### config.mk
export PLATFORM = sky130hd
export DESIGN_NAME = tone_scheduler
export DESIGN_NICKNAME = d
export VERILOG_FILES = /design/src/rtl/tone_scheduler_pkg.sv /design/src/rtl/tone_fifo.sv /design/src/rtl/tone_scheduler.sv
export SDC_FILE = /design/constraint.sdc
export NUM_CORES = 1
export LEC_CHECK = 0
export BUFFER_PORTS_ARGS = -buffer_cell sky130_fd_sc_hd__buf_2
export CELL_PAD_IN_SITES_DETAIL_PLACEMENT = 0
export CELL_PAD_IN_SITES_GLOBAL_PLACEMENT = 1
export CORE_MARGIN = 4
export CORE_UTILIZATION = 48
export CTS_BUF_LIST = sky130_fd_sc_hd__clkbuf_8
export CTS_CLUSTER_DIAMETER = 60
export DETAILED_ROUTE_END_ITERATION = 7
export PLACE_DENSITY = 0.91
export SLEW_MARGIN = 10
export SYNTH_ARGS = -nofsm -noshare
export SYNTH_HDL_FRONTEND = slang
export SYNTH_SLANG_ARGS = --single-unit
export TNS_END_PERCENT = 100
### constraint.sdc
create_clock -name clk -period 4.7 [get_ports clk]
set_input_delay 0.47 -clock clk [delete_from_list [all_inputs] [get_ports clk]]
set_output_delay 0.47 -clock clk [all_outputs]
set_load 0.005 [all_outputs]
### src/rtl/tone_scheduler_pkg.sv
// rtl/tone_scheduler_pkg.sv - shared types and default tone durations for tone_scheduler
package tone_scheduler_pkg;

    typedef enum logic {
        TONE_GOOD = 1'b0,
        TONE_BAD  = 1'b1
    } tone_t;

    typedef enum logic [1:0] {
        IDLE = 2'd0,
        FIRE = 2'd1,
        PLAY = 2'd2,
        GAP  = 2'd3
    } sched_state_t;

    localparam int CNT_W = 24;

    // FPGA board clock, 12 MHz
    localparam int FPGA_GOOD_CYC = 3000000;
    localparam int FPGA_BAD_CYC  = 10000000;
    localparam int FPGA_GAP_CYC  = 120000;

    // final chip clock, 10 MHz
    localparam int CHIP_GOOD_CYC = 2500000;
    localparam int CHIP_BAD_CYC  = 8333333;
    localparam int CHIP_GAP_CYC  = 100000;

    // down-counter reload so that a phase of cyc cycles ends when the counter reads zero
    function automatic logic [CNT_W-1:0] load_val(input int cyc);
        return CNT_W'(cyc - 1);
    endfunction

endpackage

### src/rtl/tone_fifo.sv
// rtl/tone_fifo.sv - tone request queue, up to two pushes and one pop per cycle
module tone_fifo
    import tone_scheduler_pkg::*;
#(
    parameter int DEPTH = 4
) (
    input  logic                     clk,
    input  logic                     rst,
    input  logic                     flush,
    input  logic                     push0,
    input  tone_t                    data0,
    input  logic                     push1,
    input  tone_t                    data1,
    input  logic                     pop,
    output tone_t                    head,
    output logic                     full,
    output logic                     empty,
    output logic [$clog2(DEPTH):0]   count
);

    localparam int AW = $clog2(DEPTH);
    localparam int CW = AW + 1;

    tone_t         mem [DEPTH];
    logic [AW-1:0] wptr;
    logic [AW-1:0] rptr;

    // push1 always lands in the slot after push0; the caller never raises push1 alone
    always_ff @(posedge clk) begin
        if (push0) mem[wptr] <= data0;
        if (push1) mem[wptr + AW'(1)] <= data1;
    end

    always_ff @(posedge clk) begin
        if (rst || flush) begin
            wptr  <= '0;
            rptr  <= '0;
            count <= '0;
        end else begin
            wptr  <= wptr + AW'(push0) + AW'(push1);
            if (pop) rptr <= rptr + AW'(1);
            count <= count + CW'(push0) + CW'(push1) - CW'(pop);
        end
    end

    assign head  = mem[rptr];
    assign full  = (count == CW'(DEPTH));
    assign empty = (count == '0);

endmodule

### src/rtl/tone_scheduler.sv
// rtl/tone_scheduler.sv - queues collision events and sequences good/bad tone triggers
module tone_scheduler
    import tone_scheduler_pkg::*;
#(
    parameter int DEPTH    = 4,
    parameter int GOOD_CYC = FPGA_GOOD_CYC,
    parameter int BAD_CYC  = FPGA_BAD_CYC,
    parameter int GAP_CYC  = FPGA_GAP_CYC
) (
    input  logic                     clk,
    input  logic                     rst,
    input  logic                     good_req,
    input  logic                     bad_req,
    input  logic                     mute,
    output logic                     goodColl,
    output logic                     badColl,
    output logic                     busy,
    output logic [$clog2(DEPTH):0]   q_count,
    output logic                     dropped
);

    localparam int CW = $clog2(DEPTH) + 1;

    sched_state_t      state;
    sched_state_t      state_nxt;
    tone_t             tone_q;
    tone_t             head;
    logic [CNT_W-1:0]  cnt;
    logic              fifo_full;
    logic              fifo_empty;
    logic              pop;
    logic [CW-1:0]     free_slots;
    logic              slot1_ok;
    logic              slot2_ok;
    logic              bad_acc;
    logic              good_acc;
    logic              good_nxt;
    logic              bad_nxt;
    logic              busy_nxt;
    logic              drop_nxt;

    assign pop = (state == IDLE) && !fifo_empty && !mute;

    // a pop in the same cycle frees a slot, so a full queue still accepts one push
    always_comb begin
        free_slots = CW'(DEPTH) - q_count + CW'(pop);
        slot1_ok   = !fifo_full || pop;
        slot2_ok   = (free_slots >= CW'(2));
        bad_acc    = bad_req && !mute && slot1_ok;
        good_acc   = good_req && !mute && (bad_acc ? slot2_ok : slot1_ok);
    end

    tone_fifo #(
        .DEPTH (DEPTH)
    ) u_fifo (
        .clk   (clk),
        .rst   (rst),
        .flush (mute),
        .push0 (bad_acc || good_acc),
        .data0 (bad_acc ? TONE_BAD : TONE_GOOD),
        .push1 (bad_acc && good_acc),
        .data1 (TONE_GOOD),
        .pop   (pop),
        .head  (head),
        .full  (fifo_full),
        .empty (fifo_empty),
        .count (q_count)
    );

    always_ff @(posedge clk) begin
        if (rst) begin
            state  <= IDLE;
            cnt    <= '0;
            tone_q <= TONE_GOOD;
        end else begin
            state <= state_nxt;
            if (pop) tone_q <= head;
            unique case (state)
                FIRE:      cnt <= load_val((tone_q == TONE_BAD) ? BAD_CYC : GOOD_CYC);
                PLAY, GAP: cnt <= (cnt != '0) ? cnt - CNT_W'(1) :
                                  ((state == PLAY) && (GAP_CYC > 0)) ? load_val(GAP_CYC) : '0;
                default:   cnt <= '0;
            endcase
        end
    end

    always_comb begin
        state_nxt = state;
        unique case (state)
            IDLE:    if (pop) state_nxt = FIRE;
            FIRE:    state_nxt = PLAY;
            PLAY:    if (cnt == '0) state_nxt = (GAP_CYC > 0) ? GAP : IDLE;
            GAP:     if (cnt == '0) state_nxt = IDLE;
            default: state_nxt = IDLE;
        endcase
    end

    // FIRE is only entered on a pop, so the head entry is the tone being fired
    always_comb begin
        good_nxt = (state_nxt == FIRE) && (head == TONE_GOOD);
        bad_nxt  = (state_nxt == FIRE) && (head == TONE_BAD);
        busy_nxt = (state_nxt != IDLE);
        drop_nxt = (good_req && !good_acc) || (bad_req && !bad_acc);
    end

    always_ff @(posedge clk) begin
        if (rst) begin
            goodColl <= 1'b0;
            badColl  <= 1'b0;
            busy     <= 1'b0;
            dropped  <= 1'b0;
        end else begin
            goodColl <= good_nxt;
            badColl  <= bad_nxt;
            busy     <= busy_nxt;
            dropped  <= drop_nxt;
        end
    end

endmodule

* Word level (Yosys, flattened, before mapping)
Memory sizes are Yosys's and may differ from the RTL's. A register that Yosys moved wholly into a read port is not among the register bits.
Cells that the tools add are included.
** Word-level totals
- RAM bits :: 4
- Input bits :: 5
- Bits in registers :: 38
- Output and inout port bits :: 7
- Memories kept :: 1
** Memories
- u_fifo.mem :: depth 4, width 1, read ports 1, clocked after Yosys merged registers in 1, wr ports 2, line tone_fifo.sv:24 : tone_t mem [DEPTH];
** Operators by class
- Add/subtract/negate cells :: 11
- Magnitude comparators :: 1
- Equal/unequal tests :: 5
- Mux-type cells :: 16
- Reduce and logical (&&, ||, !) cells :: 26
- Bitwise operators :: 1
** Operators by type and width (count)
- $mux 24 :: 2
- $pmux 24 s2 :: 1
- $sub 24x1->24 const B :: 2
- $logic_not 24->1 :: 1
- $reduce_bool 24->1 :: 1
- $mux 17 :: 1
- $logic_and 1x1->1 :: 11
- $mux 2 :: 5
- $add 3x1->3 :: 3
- $pmux 2 s4 :: 1
- $mux 1 :: 6
- $logic_not 1->1 :: 5
- $add 2x1->2 :: 2
- $add 2x1->2 const B :: 2
- $eq 2x1->1 const B :: 2
- $eq 2x2->1 const B :: 2
- $logic_or 1x1->1 :: 4
- $eq 3x3->1 const B :: 1
- $ge 3x2->1 const B :: 1
- $logic_not 3->1 :: 1
- $sub 3x1->3 :: 1
- $sub 3x3->3 const A :: 1
- $logic_not 2->1 :: 1
- $reduce_bool 2->1 :: 1
- other kinds (2) :: 2

* Depth between registers and ports, before layout
Gate-level depths: netlist of the first run.
- Depth after elaboration :: 12
- Depth in mapped cells :: 16
- Gate-level depth less buffers :: 14

* By module
A second synthesis of the first run with hierarchy kept.
** Second synthesis, totals
- Cells, all modules :: 245
- Area, all modules :: 2327.2 sq um
** By module, submodules not included
- tone_scheduler :: instances 1, area an instance 1666.6 sq um, cells each 191, seq. area each 620.6 sq um
- tone_fifo :: instances 1, area an instance 660.6 sq um, cells each 54, seq. area each 300.3 sq um

* Least setup slack after synthesis of the first run
OpenSTA, ideal clock, no wires.
- Kind :: register -> register
- Start point :: register state[0]
- End point :: register u_fifo.count[2]
- Arrival :: 3.300 ns
- Buffers on the path :: 2
- Setup slack :: 1.276 ns
- Setup time :: 0.124 ns
- Stages on the path, launching flop included :: 17
- Cells stage by stage :: dfxtp_1 -> clkbuf_1 -> or2_2 -> or3_1 -> clkbuf_1 -> nand2_1 -> ha_1 -> xnor2_1 -> nand2b_1 -> nand3_1 -> ha_1 -> inv_1 -> fa_1 -> fa_1 -> xnor2_1 -> xnor2_1 -> nor2_1
** On the way
- Word-level cells in the longest chain between the ends :: 11
- Elaborated cells between the ends (all ways) :: 14
- Classes of those cells :: add/sub: 4; order compare: 1; mux: 1; reduce/logical: 8
** Ends and longest elaborated chain
- from (decl) :: line tone_scheduler.sv:24 : sched_state_t state;
- from (signal assigned) :: line tone_scheduler.sv:76 : state <= state_nxt;
- $logic_not 2->1 (*) :: line tone_scheduler.sv:42 : assign pop = (state == IDLE) && !fifo_empty && !mute;
- $logic_and 1x1->1 (*) (2 in a row) :: line tone_scheduler.sv:42
- $add 3x1->3 / $logic_or 1x1->1 (equally long branches) :: line tone_scheduler.sv:46, tone_scheduler.sv:47
- $ge 3x2->1 / $logic_and 1x1->1 (equally long branches) :: line tone_scheduler.sv:48, tone_scheduler.sv:49
- $mux 1 :: line tone_scheduler.sv:50 : good_acc = good_req && !mute && (bad_acc ? slot2_ok : slot1_ok);
- $logic_and 1x1->1 :: line tone_scheduler.sv:50
- $logic_or 1x1->1 :: line tone_scheduler.sv:59 : .push0 (bad_acc || good_acc),
- $add 3x1->3 (2 in a row) :: line tone_fifo.sv:42 : count <= count + CW'(push0) + CW'(push1) - CW'(pop);
- $sub 3x1->3 (*) :: line tone_fifo.sv:42
- to (signal assigned) :: line tone_fifo.sv:42
- to (decl) :: line tone_fifo.sv:18 : output logic [$clog2(DEPTH):0] count
Every way passes the cells marked *; elsewhere a longest branch is shown, timed or not.
A chain may end at the register's enable or synchronous reset.

* Final worst setup path of the first run
- Start point :: register state[1]
- End point :: register u_fifo.count[2]
The elaborated chain is that of the path after synthesis.

==> results of run 1 <==
[per-stage QoR]
stage / instance area (um^2) / std cells / utilization, %
4_1_cts: 2240 / 297 / 54.4
3_5_place_dp: 2160 / 290 / 52.5
6_report: 2240 / 297 / 54.4
5_1_grt: 2240 / 297 / 54.4
2_1_floorplan: 2090 / 236 / -
3_3_place_gp: 2160 / 290 / 52.5
[path summary, 6_finish.rpt]
check / from / end / cells after the start
hold / removal: bad_req / dropped$_SDFF_PP0_ / 3
hold reg to reg: u_fifo.mem[1]$_SDFFE_PP0P_ / u_fifo.mem[1]$_SDFFE_PP0P_ / 2
setup reg to reg: state[1]$_SDFF_PP0_ / u_fifo.count[2]$_SDFF_PP0_ / 14
setup / recovery: state[1]$_SDFF_PP0_ / u_fifo.count[2]$_SDFF_PP0_ / 14
[flip-flops by register name, summed over array words and instances, names as in the netlist, named ones only]
signal        count
busy              1
u_fifo.count      3
dropped           1
goodColl          1
cnt              24
tone_q            1
u_fifo.mem        4
badColl           1
state             2
u_fifo.rptr       2
u_fifo.wptr       2
[critical path, delay by kind of cell, from the launching register on]
kind	cells	cell delay [ns]
xor gates and xnor gates	3	0.37
adders and majority gates	4	1.28
buffers and inverters	1	0.05
and+or+nand+nor	6	1.29
DFF	1	0.42
[cells in the final DEF (no fill, tap or decap), drive strengths merged]
cell type	n
o211ai	1
and3	2
a21boi	1
buf	11
o31ai	3
inv	16
nor3b	3
fa	3
a21o	1
a211oi	5
mux4	1
nand2b	5
nor4b	1
a211o	1
dfxtp	44
nor2	34
o31a	1
and2	2
clkbuf	5
a31oi	3
xnor2	13
nor4	5
nand3	6
o22ai	4
nand4	3
or4b	1
o21ai	15
a311oi	1
ha	3
or4	3
a21oi	8
nand2	13
o311ai	1
mux2i	2
clkinv	1
or2	3
nor3	8
xor2	10
or3	4
[Yosys cell counts (2+ instances only)]
library cell   n
a211oi_1       5
a21oi_1        8
a31oi_1        3
and2_1         2
and3_1         2
clkbuf_1       6
dfxtp_1       44
fa_1           3
ha_1           3
inv_1         15
mux2i_1        2
nand2_1       13
nand2b_1       4
nand3_1        6
nand4_1        3
nor2_1        34
nor3_1         8
nor3b_1        3
nor4_1         5
o21ai_0       12
o21ai_1        3
o22ai_1        3
o31ai_1        3
or2_2          3
or3_1          2
or4_4          2
xnor2_1       13
xor2_1        10
[cell type report]
type,count,share of cell area (%)
Clock buffer,5,3.07
Clock inverter,2,0.391
Tap cell,50,2.79
Timing Repair Buffer,11,2.46
Sequential cell,44,39.4
Inverter,15,2.52
Multi-Input combinational cell,170,49.4
[kinds of logic (layout without fill, tap and decap cells)]
| family | Yosys count | in the layout | share of synthesized area (%) |
|---|---|---|---|
| DFF | 44 | 44 | 42.2 |
| xor gates and xnor gates | 23 | 23 | 9.66 |
| adders and majority gates | 6 | 6 | 4.68 |
| and+or+nand+nor | 93 | 93 | 23.1 |
| buffers and inverters | 22 | 33 | 4.74 |
| AOI/OAI and AO/OA | 45 | 45 | 13.6 |
| muxes | 3 | 3 | 2.04 |
[routing by layer]
layer  GRT usage (%)  wire length, um  share of wire, %
met5               0                0                 0
met2            21.6             1570                40
met1            24.8             2070                53
met4            5.03               43               1.1
met3            4.79              219               5.6
==> flow_metrics.py, run 1 <==
metrics = {
    "status": {
        "outcome": "finished, final reports clean",
    },
    "timing": {
        "period_minus_slack_ns": 3.50,
        "skew_ns": 0.00841,
        "setup_slack_ns": 1.20,
        "drv_slew": 0,
        "worst_pin_slew_ns": 0.869,
        "timing.hold.ws_ns": 0.480,
        "rsz0062_at_grt": "no",
        "hold_violations": 0,
        "fin_crit_sh_pct": 74.4,
        "max_freq_mhz": 286,
        "maxSlewHeadroom_pct": 41.5,
        "setup_tns_ns": 0,
        "finalSetupViolCount": 0,
    },
    "setup_path": {
        "path_cells": "or2_2 > or3_1 > nand2_1 > ha_1 > xnor2_1 > nand2b_1 > nand3_1 > ha_1 > inv_1 > fa_1 > fa_1 > xnor2_1 > xnor2_1 > nor2_1",
        "path_common_cell": "xnor2_1",
        "cp-start-kind": "flop",
        "cp.arrival_ns": 3.68,
        "cpPeakStageDelay_ns": 0.48,
        "cp-end-kind": "flop",
        "worstPathRequired_ns": 4.89,
        "worst-setup-path-type": "flop to flop",
        "reg2reg_slack_ns": 1.20,
        "cp_max_fo": 13,
        "worst_path_max_delay_cell": "or3_1",
    },
    "die": {
        "dieArea_um2": 5460,
        "start_util_pct": 50.7,
        "row_count": 23,
        "die_height_um": 73.9,
        "core_um2": 4120,
        "die_w_um": 73.9,
        "io_pins": 12,
    },
    "global_routing": {
        "grt_remaining_overflow": 0,
        "grt_pass1_vias": 1491,
        "grt_usage_pct": 16.2,
        "grt_max_degree": 19,
        "grt_pass1_wl_um": 6870,
        "antenna_found_initial": 0,
    },
    "clock_tree": {
        "cts_num_sinks": 44,
        "cts_setup_buffers": 0,
        "cts_buffers": 5,
        "cts_resized": 0,
        "ctsLongestPathBuffers": 2,
        "root_buffer": "clkbuf_8",
        "clk_pin_slew_worst_paths_ns": 0.08,
        "cts_tree": "done",
        "h-tree-depth": 2,
        "cts-hold-fix-buffers": 0,
        "clkLatencyLatePin_ns": 0.29,
    },
    "drt": {
        "postRouteAntennaNets": 0,
        "dr.pass1.iters": 5,
        "drtIter0Drc": 93,
        "wl_per_cell_um": 13.2,
        "vias": 1604,
        "wl_um": 3910,
        "drc": 0,
        "avgViaCountPerCell": 5.40,
    },
    "synthesis": {
        "ys_top_cells_by_area": "dfxtp_1 42%, nor2_1 6.1%, xnor2_1 5.5%, xor2_1 4.2%, fa_1 2.9%",
        "synth_area_leader_cell": "dfxtp_1",
        "syn_avg_cell_area_um2": 8.84,
        "synth_fp_nets": 247,
        "synth_seq_cells": 44,
        "netlist_area_um2": 2090,
        "synthCells": 236,
        "synth_edf_count": 0,
        "synth-main-ff-cell": "dfxtp_1",
        "synth.distinct_cells": 44,
        "yosys.area.top_type_share_pct": 42.2,
        "ys_warn_count": 0,
        "async_flop_share_pct": 0,
        "yosysSeqAreaShare_pct": 42.2,
    },
    "layout": {
        "n_fill_cell": 389,
        "register_area_um2": 881,
        "multi_input_area_um2": 1110,
        "diodes": 0,
        "num-nets-final": 258,
        "final_layout_size_suffix_gt1_share_pct": 10.9,
        "syn_to_final_growth_pct": 7.32,
    },
    "placement": {
        "place_ws_ns": 1.17,
        "dpl.hpwl_um": 2910,
        "gp_congestion": 0.780,
        "port_buffers": 11,
    },
    "flow_run": {
        "maxCapViolCount": 0,
    },
    "min_path": {
        "hold_class": "input port to flop",
    },
}
Power of run 1 is not shown: default switching activity piles up to over one toggle a cycle in this logic, so the estimate is an artifact.
==> run 2, diff against run 1 <==
--- a/config.mk
+++ b/config.mk
@@ -5,15 +5,16 @@
 export SDC_FILE = /design/constraint.sdc
 export NUM_CORES = 1
 export LEC_CHECK = 0
+export ABC_AREA = 1
 export BUFFER_PORTS_ARGS = -buffer_cell sky130_fd_sc_hd__buf_2
 export CELL_PAD_IN_SITES_DETAIL_PLACEMENT = 0
 export CELL_PAD_IN_SITES_GLOBAL_PLACEMENT = 1
 export CORE_MARGIN = 4
-export CORE_UTILIZATION = 48
+export CORE_UTILIZATION = 46
 export CTS_BUF_LIST = sky130_fd_sc_hd__clkbuf_8
 export CTS_CLUSTER_DIAMETER = 60
 export DETAILED_ROUTE_END_ITERATION = 7
-export PLACE_DENSITY = 0.91
+export PLACE_DENSITY = 0.92
 export SLEW_MARGIN = 10
 export SYNTH_ARGS = -nofsm -noshare
 export SYNTH_HDL_FRONTEND = slang
==> constraint.sdc (replaced) <==
create_clock -name clk -period 3.3 [get_ports clk]
set_input_delay 0.33 -clock clk [delete_from_list [all_inputs] [get_ports clk]]
set_output_delay 0.33 -clock clk [all_outputs]
set_load 0.005 [all_outputs]
==> flow_metrics.py, run 2 <==
metrics = {
    "global_routing": {
        "grt_usage_pct": 18.2,
        "grt_pass1_vias": 1961,
        "grt_max_degree": 16,
        "antenna_found_initial": 0,
        "grt_remaining_overflow": 0,
        "grt_pass1_wl_um": 8740,
    },
    "synthesis": {
        "syn_avg_cell_area_um2": 6.99,
        "yosysSeqAreaShare_pct": 39.1,
        "ys_warn_count": 0,
        "async_flop_share_pct": 0,
        "synth-main-ff-cell": "dfxtp_1",
        "synth_edf_count": 0,
        "yosys.area.top_type_share_pct": 39.1,
        "synth.distinct_cells": 25,
        "synth_area_leader_cell": "dfxtp_1",
        "synthCells": 322,
        "yosysMostFrequentCell": "nand2_1",
        "netlist_area_um2": 2250,
        "synth_fp_nets": 333,
        "synth_commonest_cells": "73 x nand2_1, 60 x nor2_1, 44 x dfxtp_1, 41 x inv_1, 20 x a21oi_1",
        "synth_seq_cells": 44,
        "ys_top_cells_by_area": "dfxtp_1 39%, nand2_1 12%, nor2_1 10%, inv_1 6.8%, a21oi_1 4.4%",
    },
    "setup_path": {
        "cp-end-kind": "flop",
        "cp-start-kind": "flop",
        "cp_max_fo": 7,
        "worst-setup-path-type": "flop to flop",
        "path_cells": "nor2_1 > nand2_1 > nand2_2 > nand2_1 > ha_1 > inv_1 > nand3_1 > nand4_1 > ha_1 > inv_1 > fa_1 > fa_1 > xnor2_1 > xor2_1 > nor2_1",
        "crit_family": "adder cells",
        "cp.arrival_ns": 3.12,
        "crit_buf_inv": 2,
        "worstPathRequired_ns": 3.49,
        "cpPeakStageDelay_ns": 0.41,
        "worst_path_max_delay_cell": "fa_1",
    },
    "layout": {
        "largest_reg_flops": 24,
        "syn_to_final_growth_pct": 10.8,
        "finalNonFillerCells": 407,
        "design_area_um2": 2490,
        "final_layout_size_suffix_gt1_share_pct": 10.0,
        "diodes": 0,
        "register_area_um2": 881,
        "multi_input_area_um2": 1200,
        "n_fill_cell": 467,
        "fin_util_pct": 52.8,
        "reg_top3": "cnt (24), u_fifo.mem (4), u_fifo.count (3)",
        "final_common_cell": "nand2_1",
        "final_cell_mix": "73 x nand2_1, 60 x nor2_1, 44 x dfxtp_1",
        "largest-register": "cnt",
        "num-nets-final": 350,
    },
    "die": {
        "die_w_um": 78.0,
        "die_height_um": 78.0,
        "dieArea_um2": 6080,
        "start_util_pct": 47.7,
        "row_count": 25,
        "io_pins": 12,
        "core_um2": 4720,
    },
    "pwr": {
        "p_total_mw": 2.67,
        "vdd_drop_max_v": 0.000435,
        "power_leakage_nw": 1.26,
        "power.density_nw_per_um2": 1070,
    },
    "timing": {
        "setup_tns_ns": 0,
        "rsz0062_at_grt": "no",
        "period_minus_slack_ns": 2.93,
        "finalSetupViolCount": 0,
        "skew_ns": 0.00295,
        "maxSlewHeadroom_pct": 72.6,
        "worst_pin_slew_ns": 0.407,
        "hold_violations": 0,
        "fin_crit_sh_pct": 88.8,
        "max_freq_mhz": 341,
        "drv_slew": 0,
    },
    "drt": {
        "dr.pass1.iters": 4,
        "postRouteAntennaNets": 0,
        "avgViaCountPerCell": 4.89,
        "wl_um": 4920,
        "drc": 0,
        "drtIter0Drc": 94,
        "wl_per_cell_um": 12.1,
        "vias": 1990,
    },
    "clock_tree": {
        "cts_setup_buffers": 0,
        "cts_num_sinks": 44,
        "cts_resized": 0,
        "clkLatencyLatePin_ns": 0.29,
        "root_buffer": "clkbuf_8",
        "h-tree-depth": 2,
        "clk_pin_slew_worst_paths_ns": 0.08,
        "cts_tree": "done",
        "ctsLongestPathBuffers": 2,
        "cts_buffers": 5,
        "cts-hold-fix-buffers": 0,
    },
    "placement": {
        "placed_cells": 399,
        "place_area_um2": 2380,
        "port_buffers": 11,
        "dpl.hpwl_um": 3890,
        "gp_congestion": 0.873,
    },
    "status": {
        "outcome": "finished, final reports clean",
    },
    "min_path": {
        "hold_class": "input port to flop",
    },
    "flow_run": {
        "maxCapViolCount": 0,
    },
}
-- run 2: layer usage --
layer	up-vias	routed length [um]	track usage, %
li1	1048	-	-
met1	890	2230	21.9
met2	39	2320	30.1
met3	13	197	4.87
met4	0	166	8.22
met5	-	0	0
-- run 2: worst paths after layout --
path,startpoint,endpoint,slack (ns),cells past startpoint
max,u_fifo.count[0]$_SDFF_PP0_,u_fifo.count[2]$_SDFF_PP0_,0.37,15
min,bad_req,dropped$_SDFF_PP0_,0.35,3
max reg2reg,u_fifo.count[0]$_SDFF_PP0_,u_fifo.count[2]$_SDFF_PP0_,0.37,15
min reg2reg,u_fifo.rptr[1]$_SDFFE_PP0P_,flop,0.45,1
-- run 2: logic make-up (layout without fill, tap and decap cells) --
kind of cell / Yosys count / in the layout / synth area share (%)
xor gates and xnor gates: 19 / 19 / 7.39
AOI/OAI and AO/OA: 35 / 35 / 8.11
DFF: 44 / 44 / 39.1
buffers and inverters: 44 / 62 / 7.67
adders and majority gates: 6 / 6 / 4.33
and+or+nand+nor: 174 / 174 / 33.4
-- run 2: layout make-up --
cell class	instances	area share [%]
inverters	42	6.32
well taps	67	3.36
flip-flops and latches	44	35.3
multi-input cells	234	48.0
repair buffers	12	2.51
clock inverters	3	1.71
clock buffers	5	2.76
-- run 2: power breakdown --
part / switching [mW] / internal, mW / total [mW]
logic: 0.964 / 0.540 / 1.50
registers: 0.108 / 0.655 / 0.763
clock network: 0.183 / 0.224 / 0.407
-- run 2: per-stage QoR --
step	setup WS, ns	hold WS, ns
3_5_place_dp	0.306	0.437
3_3_place_gp	0.401	0.429
5_1_grt	0.111	0.346
4_1_cts	0.338	0.333
6_report	0.368	0.354
2_1_floorplan	0.409	0.399
-- run 2: worst reg2reg max path, stage by stage, from the launching register on --
cell	delay (ns)
dfxtp_1	0.36
nor2_1	0.11
nand2_1	0.07
nand2_2	0.14
nand2_1	0.07
ha_1	0.27
inv_1	0.05
nand3_1	0.08
nand4_1	0.13
ha_1	0.30
inv_1	0.05
fa_1	0.40
fa_1	0.41
xnor2_1	0.18
xor2_1	0.16
nor2_1	0.05
Power figures use the tool's default switching activity.
==> run 3, diff against run 2 <==
--- a/config.mk
+++ b/config.mk
@@ -5,16 +5,15 @@
 export SDC_FILE = /design/constraint.sdc
 export NUM_CORES = 1
 export LEC_CHECK = 0
-export ABC_AREA = 1
 export BUFFER_PORTS_ARGS = -buffer_cell sky130_fd_sc_hd__buf_2
 export CELL_PAD_IN_SITES_DETAIL_PLACEMENT = 0
 export CELL_PAD_IN_SITES_GLOBAL_PLACEMENT = 1
 export CORE_MARGIN = 4
-export CORE_UTILIZATION = 46
+export CORE_UTILIZATION = 48
 export CTS_BUF_LIST = sky130_fd_sc_hd__clkbuf_8
 export CTS_CLUSTER_DIAMETER = 60
 export DETAILED_ROUTE_END_ITERATION = 7
-export PLACE_DENSITY = 0.92
+export PLACE_DENSITY = 0.79
 export SLEW_MARGIN = 10
 export SYNTH_ARGS = -nofsm -noshare
 export SYNTH_HDL_FRONTEND = slang
==> flow_metrics.py, run 3 (synthesized netlist as in run 1, its figures left out) <==
metrics = {
    "setup_path": {
        "ff2ff_path_depth": 14,
        "cp_max_fo": 5,
        "cp-endpoint": "u_fifo.count[2]$_SDFF_PP0_",
        "worstReg2RegEnd": "u_fifo.count[2]$_SDFF_PP0_",
        "worst_path_max_delay_cell": "fa_2",
        "path_cells": "or2_4 > or3_1 > nand2_1 > ha_1 > xnor2_1 > nand2b_1 > nand3_2 > ha_1 > inv_1 > fa_2 > fa_2 > xnor2_2 > xnor2_1 > nor2_1",
        "crit_start": "state[0]$_SDFF_PP0_",
        "cp.arrival_ns": 3.25,
        "cp-start-kind": "flop",
        "cp-end-kind": "flop",
        "rr_startpoint": "state[0]$_SDFF_PP0_",
        "worstPathRequired_ns": 3.49,
        "reg2reg_slack_ns": 0.24,
        "cpPeakStageDelay_ns": 0.39,
        "worst-setup-path-type": "flop to flop",
    },
    "placement": {
        "gp_congestion": 0.779,
        "place_ws_ns": 0.120,
        "place_area_um2": 2210,
        "port_buffers": 11,
        "dpl.hpwl_um": 2950,
    },
    "die": {
        "die_height_um": 73.9,
        "io_pins": 12,
        "start_util_pct": 50.7,
        "row_count": 23,
        "core_um2": 4120,
        "die_w_um": 73.9,
        "dieArea_um2": 5460,
    },
    "drt": {
        "avgViaCountPerCell": 5.40,
        "drtIter0Drc": 86,
        "wl_per_cell_um": 13.2,
        "vias": 1652,
        "dr.pass1.iters": 4,
        "drc": 0,
        "wl_um": 4030,
        "postRouteAntennaNets": 0,
    },
    "clock_tree": {
        "clkLatencyLatePin_ns": 0.29,
        "clk_pin_slew_worst_paths_ns": 0.08,
        "cts_tree": "done",
        "root_buffer": "clkbuf_8",
        "cts_buffers": 5,
        "h-tree-depth": 2,
        "cts_num_sinks": 44,
        "ctsLongestPathBuffers": 2,
        "cts-hold-fix-buffers": 0,
    },
    "layout": {
        "final_layout_size_suffix_gt1_share_pct": 16.0,
        "n_fill_cell": 390,
        "design_area_um2": 2370,
        "diodes": 0,
        "multi_input_area_um2": 1130,
        "largest-register": "cnt",
        "register_area_um2": 881,
        "reg_top3": "cnt (24), u_fifo.mem (4), u_fifo.count (3)",
        "largest_reg_flops": 24,
        "final_common_cell": "dfxtp_1",
        "final_cell_mix": "44 x dfxtp_1, 34 x nor2_1, 15 x inv_1",
        "syn_to_final_growth_pct": 13.5,
        "num-nets-final": 266,
    },
    "timing": {
        "timing.hold.ws_ns": 0.307,
        "period_minus_slack_ns": 3.06,
        "skew_ns": 0.00529,
        "rsz0062_at_grt": "no",
        "worst_pin_slew_ns": 0.612,
        "max_freq_mhz": 326,
        "finalSetupViolCount": 0,
        "hold_violations": 0,
        "fin_crit_sh_pct": 92.8,
        "setup_tns_ns": 0,
        "maxSlewHeadroom_pct": 58.8,
        "drv_slew": 0,
        "setup_slack_ns": 0.236,
    },
    "global_routing": {
        "grt_pass1_vias": 1527,
        "grt_pass1_wl_um": 7330,
        "antenna_found_initial": 0,
        "grt_usage_pct": 17.3,
        "grt_remaining_overflow": 0,
        "grt_max_degree": 19,
    },
    "pwr": {
        "vdd_drop_max_v": 0.000867,
        "power_leakage_nw": 0.995,
        "power.density_nw_per_um2": 1270,
    },
    "flow_run": {
        "maxCapViolCount": 0,
    },
    "min_path": {
        "hold_class": "input port to flop",
    },
    "status": {
        "outcome": "finished, final reports clean",
    },
}
run 3: cell count changes in the layout (fill, tap and decap cells not counted), moves of 5 or more:
cell      delta
nand3_1     -13
inv_1       -26
nand2_1     -60
a21oi_1     -12
nor2_1      -26
buf_4        +7
nor4_1       +5
a211oi_1     +5
run 3: final cells by class:
type / count / area share [%]
clock inverters: 1 / 1.27
well taps: 50 / 2.64
flip-flops and latches: 44 / 37.2
inverters: 15 / 2.38
repair buffers: 19 / 4.86
multi-input cells: 170 / 47.6
clock buffers: 7 / 4.07
run 3: routing by layer:
layer / track usage (%) / up-vias / routed length [um]
met4: 5.63 / 0 / 42
met1: 26.9 / 765 / 2180
met5: 0 / - / 0
met3: 4.51 / 4 / 135
met2: 22.8 / 22 / 1670
li1: - / 861 / -
run 3: worst min path at each step:
stage,startpoint,cells after the start,end
after CTS,bad_req,3,dropped$_SDFF_PP0_
after global routing,bad_req,3,dropped$_SDFF_PP0_
final,bad_req,3,dropped$_SDFF_PP0_
after detailed placement,u_fifo.mem[1]$_SDFFE_PP0P_,2,u_fifo.mem[1]$_SDFFE_PP0P_
after floorplan,u_fifo.mem[3]$_SDFFE_PP0P_,2,u_fifo.mem[3]$_SDFFE_PP0P_
after global placement,u_fifo.mem[1]$_SDFFE_PP0P_,2,u_fifo.mem[1]$_SDFFE_PP0P_
run 3: stage by stage:
step	instances	util (%)	power [mW]
detailed placement	296	53.8	2.54
global placement	296	53.8	2.54
global route	306	57.5	3.30
CTS	304	56.9	3.00
floorplan	236	-	2.20
finish	306	57.5	3.00
run 3: power by group:
group | total, mW | internal [mW] | leakage (nW) | switching (mW)
Combinational | 1.81 | 0.834 | 0.573 | 0.974
Sequential | 0.748 | 0.644 | 0.357 | 0.104
Clock | 0.446 | 0.267 | 0.0645 | 0.179
run 3: worst max-delay path: cells and delay by family, from the launching register on:
family | cells | cell delay (ns)
xor gates and xnor gates | 3 | 0.37
buffers and inverters | 1 | 0.05
DFF | 1 | 0.32
and+or+nand+nor | 6 | 1.02
adders and majority gates | 4 | 1.21
run 3: what timing repair did:
item                                    CTS  global route
endpoints found under the setup margin    0             1
resized for setup                         0             3
buffers inserted                          0             2
